### src/rtl/ysyx_23060201_mem_reader_pkg.sv
// Shared load-path definitions: RV32 load funct3 codes, reader FSM states,
// and the accept-time legality check.
// Pure declarations; no timing or flow control of its own.
package ysyx_23060201_mem_reader_pkg;

  localparam logic [2:0] F3_LB  = 3'b000;
  localparam logic [2:0] F3_LH  = 3'b001;
  localparam logic [2:0] F3_LW  = 3'b010;
  localparam logic [2:0] F3_LBU = 3'b100;
  localparam logic [2:0] F3_LHU = 3'b101;

  typedef enum logic [1:0] {
    IDLE = 2'd0,
    REQ  = 2'd1,
    WAIT = 2'd2,
    RESP = 2'd3
  } state_t;

  // A request is bad when funct3 is not a load, or when the access is not
  // naturally aligned for its size. Bad requests never touch memory.
  function automatic logic ld_req_err(input logic [2:0] funct3, input logic [1:0] lane);
    case (funct3)
      F3_LB, F3_LBU: ld_req_err = 1'b0;
      F3_LH, F3_LHU: ld_req_err = lane[0];
      F3_LW:         ld_req_err = |lane;
      default:       ld_req_err = 1'b1;
    endcase
  endfunction

endpackage

### src/rtl/ysyx_23060201_mem_reader_if.sv
// Bundle of the LSU load request/response link and the physical-memory read port.
// Wires only; latency is set by whoever drives the modports.
// Handshakes: ld_valid/ld_ready, res_valid/res_ready; memory side is strobe + valid.
interface ysyx_23060201_mem_reader_if #(
  parameter int MEM_ADDR_WIDTH = 32,
  parameter int DATA_WIDTH     = 32
);
  logic                      ld_valid;
  logic                      ld_ready;
  logic [MEM_ADDR_WIDTH-1:0] ld_addr;
  logic [2:0]                ld_funct3;
  logic                      res_valid;
  logic                      res_ready;
  logic [DATA_WIDTH-1:0]     res_data;
  logic                      res_err;
  logic                      mem_ren;
  logic [MEM_ADDR_WIDTH-1:0] mem_raddr;
  logic                      mem_rvalid;
  logic [DATA_WIDTH-1:0]     mem_rdata;

  // The reader itself.
  modport slave (
    input  ld_valid, ld_addr, ld_funct3, res_ready, mem_rvalid, mem_rdata,
    output ld_ready, res_valid, res_data, res_err, mem_ren, mem_raddr
  );

  // The LSU plus memory model facing the reader.
  modport master (
    output ld_valid, ld_addr, ld_funct3, res_ready, mem_rvalid, mem_rdata,
    input  ld_ready, res_valid, res_data, res_err, mem_ren, mem_raddr
  );
endinterface

### src/rtl/ysyx_23060201_load_extract.sv
// Picks the addressed byte/halfword/word out of an aligned memory word and extends it.
// Purely combinational, zero cycles.
// No flow control; caller qualifies the output.
module ysyx_23060201_load_extract
  import ysyx_23060201_mem_reader_pkg::*;
#(
  parameter int DATA_WIDTH = 32
) (
  input  logic [DATA_WIDTH-1:0] word,
  input  logic [1:0]            lane,
  input  logic [2:0]            funct3,
  output logic [DATA_WIDTH-1:0] data
);

  logic [7:0]  byte_sel;
  logic [15:0] half_sel;

  // Halfwords only ever sit at lane 0 or 2, so lane[1] alone picks them.
  assign byte_sel = word[{lane, 3'b000} +: 8];
  assign half_sel = word[{lane[1], 4'b0000} +: 16];

  // Sign- or zero-extend the selected field according to the load type.
  always_comb begin
    data = word;
    case (funct3)
      F3_LB:   data = {{(DATA_WIDTH-8){byte_sel[7]}}, byte_sel};
      F3_LBU:  data = {{(DATA_WIDTH-8){1'b0}}, byte_sel};
      F3_LH:   data = {{(DATA_WIDTH-16){half_sel[15]}}, half_sel};
      F3_LHU:  data = {{(DATA_WIDTH-16){1'b0}}, half_sel};
      default: data = word;
    endcase
  end

endmodule

### src/rtl/ysyx_23060201_mem_reader.sv
// Single-outstanding load engine: word read from memory, extract/extend, return to writeback.
// Latency: 1 cycle for rejected requests, 2 + memory wait cycles otherwise (min 3).
// Holds the result until res_ready; ld_ready drops for the whole transaction.
module ysyx_23060201_mem_reader
  import ysyx_23060201_mem_reader_pkg::*;
#(
  parameter int MEM_ADDR_WIDTH = 32,
  parameter int DATA_WIDTH     = 32,
  parameter int TIMEOUT_CYCLES = 255
) (
  input  logic clk,
  input  logic rst,
  ysyx_23060201_mem_reader_if.slave bus
);

  localparam int CNT_W = $clog2(TIMEOUT_CYCLES + 1);
  localparam logic [CNT_W-1:0] CNT_MAX = CNT_W'(TIMEOUT_CYCLES);

  state_t                    state_q, state_d;
  logic [1:0]                lane_q;
  logic [2:0]                funct3_q;
  logic [MEM_ADDR_WIDTH-1:0] raddr_q;
  logic [CNT_W-1:0]          cnt_q;
  logic [CNT_W-1:0]          cnt_inc;
  logic [DATA_WIDTH-1:0]     res_data_q;
  logic                      res_err_q;
  logic [DATA_WIDTH-1:0]     ext_data;
  logic                      req_err;
  logic                      timed_out;
  logic                      ld_ready_c;
  logic                      res_valid_c;
  logic                      mem_ren_c;

  assign req_err   = ld_req_err(bus.ld_funct3, bus.ld_addr[1:0]);
  assign cnt_inc   = cnt_q + CNT_W'(1);
  // The wait cycle that brings the counter to the limit is the last one.
  assign timed_out = (cnt_inc == CNT_MAX);

  ysyx_23060201_load_extract #(
    .DATA_WIDTH(DATA_WIDTH)
  ) u_extract (
    .word   (bus.mem_rdata),
    .lane   (lane_q),
    .funct3 (funct3_q),
    .data   (ext_data)
  );

  // State register; reset drops any in-flight load.
  always_ff @(posedge clk or posedge rst) begin
    if (rst) state_q <= IDLE;
    else     state_q <= state_d;
  end

  // Next state and handshake outputs; data arriving on the limit cycle still wins.
  always_comb begin
    state_d     = state_q;
    ld_ready_c  = 1'b0;
    res_valid_c = 1'b0;
    mem_ren_c   = 1'b0;
    case (state_q)
      IDLE: begin
        ld_ready_c = 1'b1;
        if (bus.ld_valid) state_d = req_err ? RESP : REQ;
      end
      REQ: begin
        mem_ren_c = 1'b1;
        state_d   = WAIT;
      end
      WAIT: begin
        if (bus.mem_rvalid || timed_out) state_d = RESP;
      end
      RESP: begin
        res_valid_c = 1'b1;
        if (bus.res_ready) state_d = IDLE;
      end
      default: state_d = IDLE;
    endcase
  end

  // Request latch, wait counter and result capture.
  always_ff @(posedge clk or posedge rst) begin
    if (rst) begin
      lane_q     <= 2'b00;
      funct3_q   <= 3'b000;
      raddr_q    <= '0;
      cnt_q      <= '0;
      res_data_q <= '0;
      res_err_q  <= 1'b0;
    end else begin
      case (state_q)
        IDLE: begin
          if (bus.ld_valid) begin
            lane_q     <= bus.ld_addr[1:0];
            funct3_q   <= bus.ld_funct3;
            raddr_q    <= {bus.ld_addr[MEM_ADDR_WIDTH-1:2], 2'b00};
            res_err_q  <= req_err;
            res_data_q <= '0;
          end
        end
        REQ: cnt_q <= '0;
        WAIT: begin
          if (bus.mem_rvalid) begin
            res_data_q <= ext_data;
            res_err_q  <= 1'b0;
          end else begin
            cnt_q <= cnt_inc;
            if (timed_out) begin
              res_data_q <= '0;
              res_err_q  <= 1'b1;
            end
          end
        end
        default: ;
      endcase
    end
  end

  assign bus.ld_ready  = ld_ready_c;
  assign bus.res_valid = res_valid_c;
  assign bus.res_data  = res_data_q;
  assign bus.res_err   = res_err_q;
  assign bus.mem_ren   = mem_ren_c;
  assign bus.mem_raddr = raddr_q;

endmodule

### src/flat_wrapper.sv
// flat-port wrapper written by rule: the top's interface ports become plain ports
module ysyx_23060201_mem_reader_flat import ysyx_23060201_mem_reader_pkg::*;
#(
  parameter int MEM_ADDR_WIDTH = 32,
  parameter int DATA_WIDTH     = 32,
  parameter int TIMEOUT_CYCLES = 255
)
  (clk, rst, bus_ld_valid, bus_ld_addr, bus_ld_funct3, bus_res_ready, bus_mem_rvalid, bus_mem_rdata, bus_ld_ready, bus_res_valid, bus_res_data, bus_res_err, bus_mem_ren, bus_mem_raddr);
  ysyx_23060201_mem_reader_if #(.MEM_ADDR_WIDTH(MEM_ADDR_WIDTH), .DATA_WIDTH(DATA_WIDTH)) bus_i ();
  input  logic clk;
  input  logic rst;
  input wire logic [$bits(bus_i.ld_valid)-1:0] bus_ld_valid;
  input wire logic [$bits(bus_i.ld_addr)-1:0] bus_ld_addr;
  input wire logic [$bits(bus_i.ld_funct3)-1:0] bus_ld_funct3;
  input wire logic [$bits(bus_i.res_ready)-1:0] bus_res_ready;
  input wire logic [$bits(bus_i.mem_rvalid)-1:0] bus_mem_rvalid;
  input wire logic [$bits(bus_i.mem_rdata)-1:0] bus_mem_rdata;
  output wire logic [$bits(bus_i.ld_ready)-1:0] bus_ld_ready;
  output wire logic [$bits(bus_i.res_valid)-1:0] bus_res_valid;
  output wire logic [$bits(bus_i.res_data)-1:0] bus_res_data;
  output wire logic [$bits(bus_i.res_err)-1:0] bus_res_err;
  output wire logic [$bits(bus_i.mem_ren)-1:0] bus_mem_ren;
  output wire logic [$bits(bus_i.mem_raddr)-1:0] bus_mem_raddr;
  assign bus_i.ld_valid = bus_ld_valid;
  assign bus_i.ld_addr = bus_ld_addr;
  assign bus_i.ld_funct3 = bus_ld_funct3;
  assign bus_i.res_ready = bus_res_ready;
  assign bus_i.mem_rvalid = bus_mem_rvalid;
  assign bus_i.mem_rdata = bus_mem_rdata;
  assign bus_ld_ready = bus_i.ld_ready;
  assign bus_res_valid = bus_i.res_valid;
  assign bus_res_data = bus_i.res_data;
  assign bus_res_err = bus_i.res_err;
  assign bus_mem_ren = bus_i.mem_ren;
  assign bus_mem_raddr = bus_i.mem_raddr;
  ysyx_23060201_mem_reader #(.MEM_ADDR_WIDTH(MEM_ADDR_WIDTH), .DATA_WIDTH(DATA_WIDTH), .TIMEOUT_CYCLES(TIMEOUT_CYCLES)) u_core (.clk(clk), .rst(rst), .bus(bus_i));
endmodule
### config.mk
export PLATFORM = sky130hd
export DESIGN_NAME = ysyx_23060201_mem_reader_flat
export DESIGN_NICKNAME = d
export VERILOG_FILES = /design/src/rtl/ysyx_23060201_mem_reader_pkg.sv /design/src/rtl/ysyx_23060201_mem_reader_if.sv /design/src/rtl/ysyx_23060201_load_extract.sv /design/src/rtl/ysyx_23060201_mem_reader.sv /design/src/flat_wrapper.sv
export SDC_FILE = /design/constraint.sdc
export NUM_CORES = 1
export LEC_CHECK = 0
export BUFFER_PORTS_ARGS = -buffer_cell sky130_fd_sc_hd__buf_4
export CORE_MARGIN = 3
export CORE_UTILIZATION = 45
export CTS_BUF_LIST = sky130_fd_sc_hd__clkbuf_8
export DETAILED_ROUTE_END_ITERATION = 6
export HOLD_SLACK_MARGIN = 0.12
export PLACE_DENSITY = 0.73
export SYNTH_ARGS = -nofsm -noshare
export SYNTH_HDL_FRONTEND = slang
export SYNTH_SLANG_ARGS = --single-unit
### constraint.sdc
create_clock -name clk -period 4.3 [get_ports clk]
set_input_delay 0.215 -clock clk [delete_from_list [all_inputs] [get_ports clk]]
set_output_delay 0.215 -clock clk [all_outputs]
set_load 0.005 [all_outputs]
* Yosys cells after proc, flatten, opt, wreduce, memory -nomap -nowiden *
Index checks and enable logic that the tools add are counted.

word-level totals
  flip-flop bits (word level) = 78
  input bits = 72
  output and inout bits = 68
  logic and storage cells = 59

cells by class
  add/sub/neg operators = 1
  equal/unequal tests = 16
  shift operators = 2
  mux-type cells = 20
  reductions and logical operators = 13

operator list
  cell                                                 count
  one-hot mux 32 bit (4 select lines)                  1
  two-way mux 32 bit                                   3
  one-hot mux 32 bit (2 select lines)                  1
  variable part select 32 x 6 -> 16 bit                1
  variable part select 32 x 6 -> 8 bit                 1
  one-hot mux 8 bit (2 select lines)                   1
  equality test 3 bit, second input constant           4
  adder 8 x 1 -> 8 bit, second input constant          1
  equality test 8 bit, second input constant           1
  two-way mux 2 bit                                    4
  two-way mux 8 bit                                    1
  one-hot mux 2 bit (4 select lines)                   1
  equality test 3 x 1 -> 1 bit, second input constant  2
  logical NOT 3 bit                                    2
  two-way mux 1 bit                                    6
  != test 2 bit, second input constant                 3
  AND reduction 3 bit                                  2
  OR reduction 2 bit                                   3
  equality test 2 bit, second input constant           2
  AND reduction 2 bit                                  2
  nonzero test 2 bit                                   2
  equality test 3 x 2 -> 1 bit, second input constant  1
  != test 3 x 2 -> 1 bit, second input constant        1
  one-hot mux 1 bit (3 select lines)                   1
  other kinds (5)                                      5

* Longest topological paths before layout *
Gate-level depths: netlist of the first run.

  depth in word-level cells = 6
  depth in mapped cells = 10
  mapped depth without buffers = 7

* By module *
A second synthesis of the first run with hierarchy kept.

second synthesis, totals
  cells, all modules = 433
  area, all modules = 4224.1 um^2

modules (own cells, without submodules)
  module                      instances  cells an instance  area an instance (um^2)  sequential area each (um^2)
  ysyx_23060201_mem_reader    1          324                3595.9                   1951.9
  ysyx_23060201_load_extract  1          109                628.1                    0.0

* Worst setup path after synthesis of the first run *
Ideal clock, no wire load.

  path kind = register -> register
  from = reg u_core.cnt_q[0]
  to = reg u_core.res_data_q[4] (netlist: u_core.bus.res_data[4])
  setup time = 0.121 ns
  data arrival time = 1.829 ns
  required time = 4.179 ns
  setup slack = 2.350 ns
  cell stages (with the launch flop) = 7
  buffers on the path = 1
  period minus slack after synthesis = 1.950 ns
  cell sequence = dfrtp_1 ha_1 xnor2_1 or4_4 a21bo_1 buf_6 a22o_1

on the way
  word-level cells in the longest chain between the ends = 4

RTL lines
  item                              line                             text
  start, declared                   ysyx_23060201_mem_reader.sv:23   logic [CNT_W-1:0] cnt_q;
  start signal, assigned            ysyx_23060201_mem_reader.sv:106  cnt_q <= cnt_inc;
  adder 8 x 1 -> 8 bit              ysyx_23060201_mem_reader.sv:35   assign cnt_inc = cnt_q + CNT_W'(1);
  equality test 8 bit               ysyx_23060201_mem_reader.sv:37   assign timed_out = (cnt_inc == CNT_MAX);
  != test 3 x 2 -> 1 bit (no line)  n/a
  AND reduction 3 bit (no line)     n/a
  end signal, assigned              ysyx_23060201_mem_reader.sv:103  res_data_q <= ext_data;
  end, declared                     ysyx_23060201_mem_reader.sv:25   logic [DATA_WIDTH-1:0] res_data_q;

No other way between the ends.
A chain may end at the register's enable or synchronous reset.

* Worst setup path after layout of the first run *
  from = reg u_core.lane_q[1]
  to = reg u_core.res_data_q[21] (netlist: u_core.bus.res_data[21])

on the way
  word-level cells in the longest chain between the ends = 4
  elaborated cells between the ends (all ways) = 5
  those cells by class = shift: 2; mux: 3

RTL lines
  item                                                                                           line                                                                text
  start, declared                                                                                ysyx_23060201_mem_reader.sv:20                                      logic [1:0] lane_q;
  start signal, assigned                                                                         ysyx_23060201_mem_reader.sv:93                                      lane_q <= bus.ld_addr[1:0];
  variable part select 32 x 6 -> 16 bit or variable part select 32 x 6 -> 8 bit (tied branches)  ysyx_23060201_load_extract.sv:20, ysyx_23060201_load_extract.sv:19
  one-hot mux 32 bit (4 select lines) (*)                                                        ysyx_23060201_load_extract.sv:25                                    case (funct3)
  two-way mux 32 bit (*)                                                                         ysyx_23060201_mem_reader.sv:102                                     if (bus.mem_rvalid) begin
  one-hot mux 32 bit (2 select lines) (*)                                                        ysyx_23060201_mem_reader.sv:90                                      case (state_q)

Every way passes the cells marked *; elsewhere a longest branch is shown, timed or not.

==> results.ini, run 1 <==
[placed_design]
gp_congestion=0.930
port_buffers=137
hpwl_um=7770

[floorplan]
die_x_um=99.9
rows=33
initial_core_util=0.473
core_region_area_mm2=0.00838
ioPinCount=140
die_h_um=99.9
dieArea_mm2=0.00998

[cts]
root_buffer=clkbuf_8
post_cts_resized=0
clk_pin_slew_ns=0.08
post-cts-setup-buffer-count=0
clock_sinks=78
cts_buffers=9
cts_tree=built
clk_latency_ns=0.35
ctsHoldBuffers=48
cts-htree-levels=3
clock_path_buffers=2

[setup_path]
crit_slowest_cell=dfrtp_1
max_stage_delay_ns=0.82
cp.required_ns=4.46
critPathCaptureType=flip-flop
crit_fanout=21
critical_path.top_delay_family=compound AO/OA/AOI/OAI gates
crit_arrival_ns=3.04
start_kind=flip-flop
crit_buf_inv=0
worstPathCellList=mux4_2 > nand2b_1 > nor2_1 > o21ai_1 > o221ai_1
crit_type=reg -> reg

[timing]
clock_skew_ns=0.00795
report.final.slew_viol_count=0
fin_crit_ns=2.88
tightest_slew_ns=1.06
setup_violations=0
grt_setup_unrepaired=no
finalHoldViolations=0
max_slew_margin=0.290
setup_tns_ns=0
max_freq_ghz=0.347
fin_crit_sh=0.670
hold_ws_ns=0.134

[pwr]
switching_share=0.374
p_comb_frac=0.481
p_seq_frac=0.372
peakVddDrop_v=0.000346
leakagePower_uw=0.00268
p_total_uw=3480
internal_power_uw=2180
power.density_mw_per_mm2=611
power.switching_uw=1300
p_clk_frac=0.148

[drt]
ant_nets=0
drc=0
vias=3621
drt-initial-drc-count=189
wire_per_inst_um=16.8
routed_wl_um=11000
firstDrtPassIters=4
vias_per_cell=5.51

[finish]
fill_cells=629
syn_to_final_growth_pct=43.5
diodes=0
layout_common_cells=buf_4, dfrtp_1, dlygate4sd3_1
finalNetCount=625
layout_commonest_cell=buf_4
drive_gt1_frac=0.370

[hold_path]
hold_class=in -> reg

[synthesis]
synth_top_area_cell=dfrtp_1
ys_ff_latch=78
syn-cell-area_mm2=0.00397
async_flop_share=1.00
seq_area_frac_synth=0.492
synth_cell_types=45
ys_warn_count=0
synth_cells=373
syn_avg_cell_area_um2=10.6
synth_ff_type=dfrtp_1
synth_edf_count=0
synth_top_area_share=0.492
synth.area.top_cells=dfrtp_1, mux2_2, o221ai_1, a21oi_1, nand2_1

[run]
cap_violations=0

[grt]
antenna_found_initial=0
grt_start_max_net_pins=59
grt_usage=0.225
grt_pass1_wl_um=18000
gr-total-overflow=0
grt_pass1_vias=3671

[outcome]
status=completed

[power by group through the flow]
stage	clock network [uW]	registers, uW	logic, uW
final	513	1290	1670
after global placement	0	1290	1590
after CTS	528	1290	1680
after global routing	555	1330	1850
after floorplan	0	1210	1060
after detailed placement	0	1300	1640
[kinds of logic (layout without fill, tap and decap cells)]
family,Yosys count,count (layout),share of synthesized area
muxes,44,44,0.132
AOI/OAI and AO/OA,102,102,0.185
buffers and inverters,59,237,0.0640
adders and majority gates,6,6,0.0189
DFF,78,78,0.492
other,1,2,0.000945
xor gates and xnor gates,6,6,0.0132
and+or+nand+nor,77,77,0.0937
[final cells by class]
cell class | count | area (um2) | area share
sequential | 78 | 1950 | 0.343
multi-input combinational | 237 | 1770 | 0.310
timing repair buffer | 189 | 1540 | 0.270
clock buffer | 11 | 151 | 0.0266
tap | 105 | 131 | 0.0231
inverter | 32 | 121 | 0.0213
clock inverter | 5 | 31.3 | 0.00550
[synthesized netlist by cell type (2+ instances only)]
cell type and instances:
a22oi_1 6, o221ai_1 20, a21o_1 4, a21oi_1 26, o211ai_1 3, xor2_1 2, o22ai_1 7, o21a_1 2
buf_4 5, nor2_1 7, o21ai_1 5, mux2i_1 5, ha_1 6, a31o_2 2, nand2_1 34, or3_1 2
nor2b_1 11, a221oi_1 4, nor3_1 11, o21ai_0 2, o31ai_1 2, a22o_1 14, mux4_2 3, inv_1 31
buf_2 5, nand3_1 2, xnor2_1 4, nand2b_1 4, mux2_2 36, dfrtp_1 78, clkbuf_1 16
[worst paths after layout]
check | start | to | slack (ns) | cells after the start
setup / recovery | u_core.lane_q[1] | u_core.bus.res_data[21] | 1.42 | 5
hold / removal | bus_ld_addr[0] | u_core.lane_q[0] | 0.13 | 2
setup reg to reg | u_core.lane_q[1] | u_core.bus.res_data[21] | 1.42 | 5
hold reg to reg | u_core.bus.mem_raddr[7] | u_core.bus.mem_raddr[7] | 0.51 | 1
max in group asynchronous | rst | u_core.bus.res_data[21] | 2.83 | 4
min in group asynchronous | rst | u_core.bus.mem_raddr[20] | 0.43 | 3
[routing by layer]
layer / vias to the layer above / routed length (um) / track usage
met5: - / 0 / 0
met4: 0 / 258 / 0.0830
met3: 26 / 723 / 0.0424
met2: 145 / 5450 / 0.375
met1: 1754 / 4610 / 0.294
li1: 1696 / - / -
[registers in the layout, indices dropped and copies added (netlist names)]
signal                flops
u_core.bus.res_data      32
u_core.bus.mem_raddr     30
u_core.cnt_q              8
u_core.funct3_q           3
u_core.lane_q             2
u_core.state_q            2
u_core.bus.res_err        1
[through the flow]
| step | instances | utilization | setup slack (ns) | cell area [um2] |
|---|---|---|---|---|
| final | 657 | 0.679 | 1.42 | 5690 |
| after global routing | 657 | 0.679 | 1.25 | 5690 |
| after CTS | 657 | 0.679 | 1.42 | 5690 |
| after detailed placement | 593 | 0.600 | 1.48 | 5030 |
| after global placement | 593 | 0.600 | 1.56 | 5030 |
| after floorplan | 374 | - | 2.09 | 3970 |
Note: power is estimated with default switching activity, not from simulation.
==> run 2: changes to the inputs <==
Clock period 4.3 ns to 3 ns, I/O delays scaled along.
==> results.ini, run 2 (synthesized netlist as in run 1, its figures left out) <==
[setup_path]
r2r_cells=6  ; was 5
crit_fanout=21  ; unchanged
r2r_slack_ns=0.78  ; was 1.42 ns
cp.required_ns=3.22  ; was 4.46 ns
startpoint=u_core.lane_q[1]  ; unchanged
r2r-end=u_core.bus.res_data[21]  ; unchanged
endpoint=u_core.bus.res_data[21]  ; unchanged
crit_type=reg -> reg  ; unchanged
crit_arrival_ns=2.44  ; was 3.04 ns
critPathCaptureType=flip-flop  ; unchanged
start_kind=flip-flop  ; unchanged
rr_startpoint=u_core.lane_q[1]  ; unchanged

[pwr]
leakagePower_uw=0.00275  ; was 0.00268 uW
power.density_mw_per_mm2=898  ; was 611 mW/mm2
peakVddDrop_v=0.000608  ; was 0.000346 V

[timing]
setup_tns_ns=0  ; unchanged
max_slew_margin=0.507  ; was 0.290
hold_ws_ns=0.135  ; was 0.134 ns
fin_crit_sh=0.741  ; was 0.670
clock_skew_ns=0.0101  ; was 0.00795 ns
finalHoldViolations=0  ; unchanged
max_freq_ghz=0.450  ; was 0.347 GHz
grt_setup_unrepaired=no  ; unchanged
tightest_slew_ns=0.740  ; was 1.06 ns
fin_ws_ns=0.776  ; was 1.42 ns
report.final.slew_viol_count=0  ; unchanged
fin_crit_ns=2.22  ; was 2.88 ns
setup_violations=0  ; unchanged

[finish]
fill_cells=642  ; was 629
finalNetCount=636  ; was 625
layout_commonest_cell=buf_4  ; unchanged
design_area_mm2=0.00585  ; was 0.00569 mm2
drive_gt1_frac=0.369  ; was 0.370
diodes=0  ; unchanged
layout_common_cells=buf_4, dfrtp_1, dlygate4sd3_1  ; unchanged
syn_to_final_growth_pct=47.6  ; was 43.5%
largest_register_ffs=32  ; unchanged
stdcell_count=668  ; was 657

[grt]
gr-total-overflow=0  ; unchanged
grt_usage=0.230  ; was 0.225
grt_start_max_net_pins=31  ; was 59
antenna_found_initial=0  ; unchanged
grt_pass1_vias=3639  ; was 3,671
grt_pass1_wl_um=18200  ; was 18,000 um

[cts]
cts-htree-levels=3  ; unchanged
cts_buffers=9  ; unchanged
clk_pin_slew_ns=0.08  ; about the same
clk_latency_ns=0.35  ; about the same
clock_sinks=78  ; unchanged
root_buffer=clkbuf_8  ; unchanged
post-cts-setup-buffer-count=0  ; unchanged
clock_path_buffers=2  ; unchanged
cts_tree=built  ; unchanged

[drt]
ant_nets=0  ; unchanged
firstDrtPassIters=4  ; unchanged
vias_per_cell=5.40  ; was 5.51
wire_per_inst_um=17.1  ; was 16.8 um
drt-initial-drc-count=216  ; was 189
drc=0  ; unchanged
routed_wl_um=11400  ; was 11,000 um
vias=3610  ; was 3,621

[placed_design]
dp_cells=598  ; was 593
pre_cts_slack_ns=0.819  ; was 1.48 ns
place_area_mm2=0.00507  ; was 0.00503 mm2
gp_congestion=0.889  ; was 0.930
port_buffers=137  ; unchanged
hpwl_um=7810  ; was 7770 um

[floorplan]
rows=33  ; unchanged
die_h_um=99.9  ; unchanged
die_x_um=99.9  ; unchanged
initial_core_util=0.473  ; unchanged
core_region_area_mm2=0.00838  ; unchanged
ioPinCount=140  ; unchanged
dieArea_mm2=0.00998  ; unchanged

[hold_path]
hold_class=in -> reg  ; unchanged

[run]
cap_violations=0  ; unchanged

[outcome]
status=completed  ; unchanged

## run 2: how the worst min path moves through the flow
stage                                 start                  endpoint  slack [ns]  depth (start not counted)
after global placement                  rst  u_core.bus.mem_raddr[20]        0.16                          2
after detailed placement                rst  u_core.bus.mem_raddr[20]        0.16                          2
final                      bus_mem_rdata[2]    u_core.bus.res_data[2]        0.14                          3
after floorplan           bus_mem_rdata[16]   u_core.bus.res_data[16]        0.27                          2
after global routing       bus_mem_rdata[1]    u_core.bus.res_data[1]        0.15                          3
after CTS                  bus_mem_rdata[2]    u_core.bus.res_data[2]        0.13                          3
## run 2: per-layer routing
layer	vias up	track usage	wire, um
met5	-	0	0
met4	0	0.0966	266
met3	22	0.0417	730
met2	145	0.389	5660
met1	1729	0.290	4760
li1	1714	-	-
## run 2: final cells by class
type                            count  area, um2  share of cell area
Multi-Input combinational cell    237       1770               0.302
Sequential cell                    78       1950               0.333
Timing Repair Buffer              200       1640               0.280
Clock buffer                       10        138              0.0235
Tap cell                          105        131              0.0224
Clock inverter                      6        110              0.0188
Inverter                           32        121              0.0207
## run 2: worst max-delay path, stage by stage, from the launching register on
cell and delay, ns:
dfrtp_1 0.80, mux4_2 0.60, nand2b_1 0.10, nor2_1 0.06
o21ai_1 0.14, buf_4 0.23, o221ai_1 0.16
## run 2: where the power goes
group	internal (uW)	switching [uW]
Clock	574	399
Sequential	1470	388
Combinational	1330	1100
Total	3370	1880
## run 2: repair_timing
action | in CTS | in global routing
hold buffers | 54 | 0
hold endpoints to repair | 76 | 0
gates resized for setup | 0 | 0
## run 2: metrics by stage
step                      power (uW)  utilization
final                           5260        0.698
after global routing            5600        0.698
after CTS                       5260        0.698
after detailed placement        4240        0.604
after global placement          4150        0.604
after floorplan                 3260            -
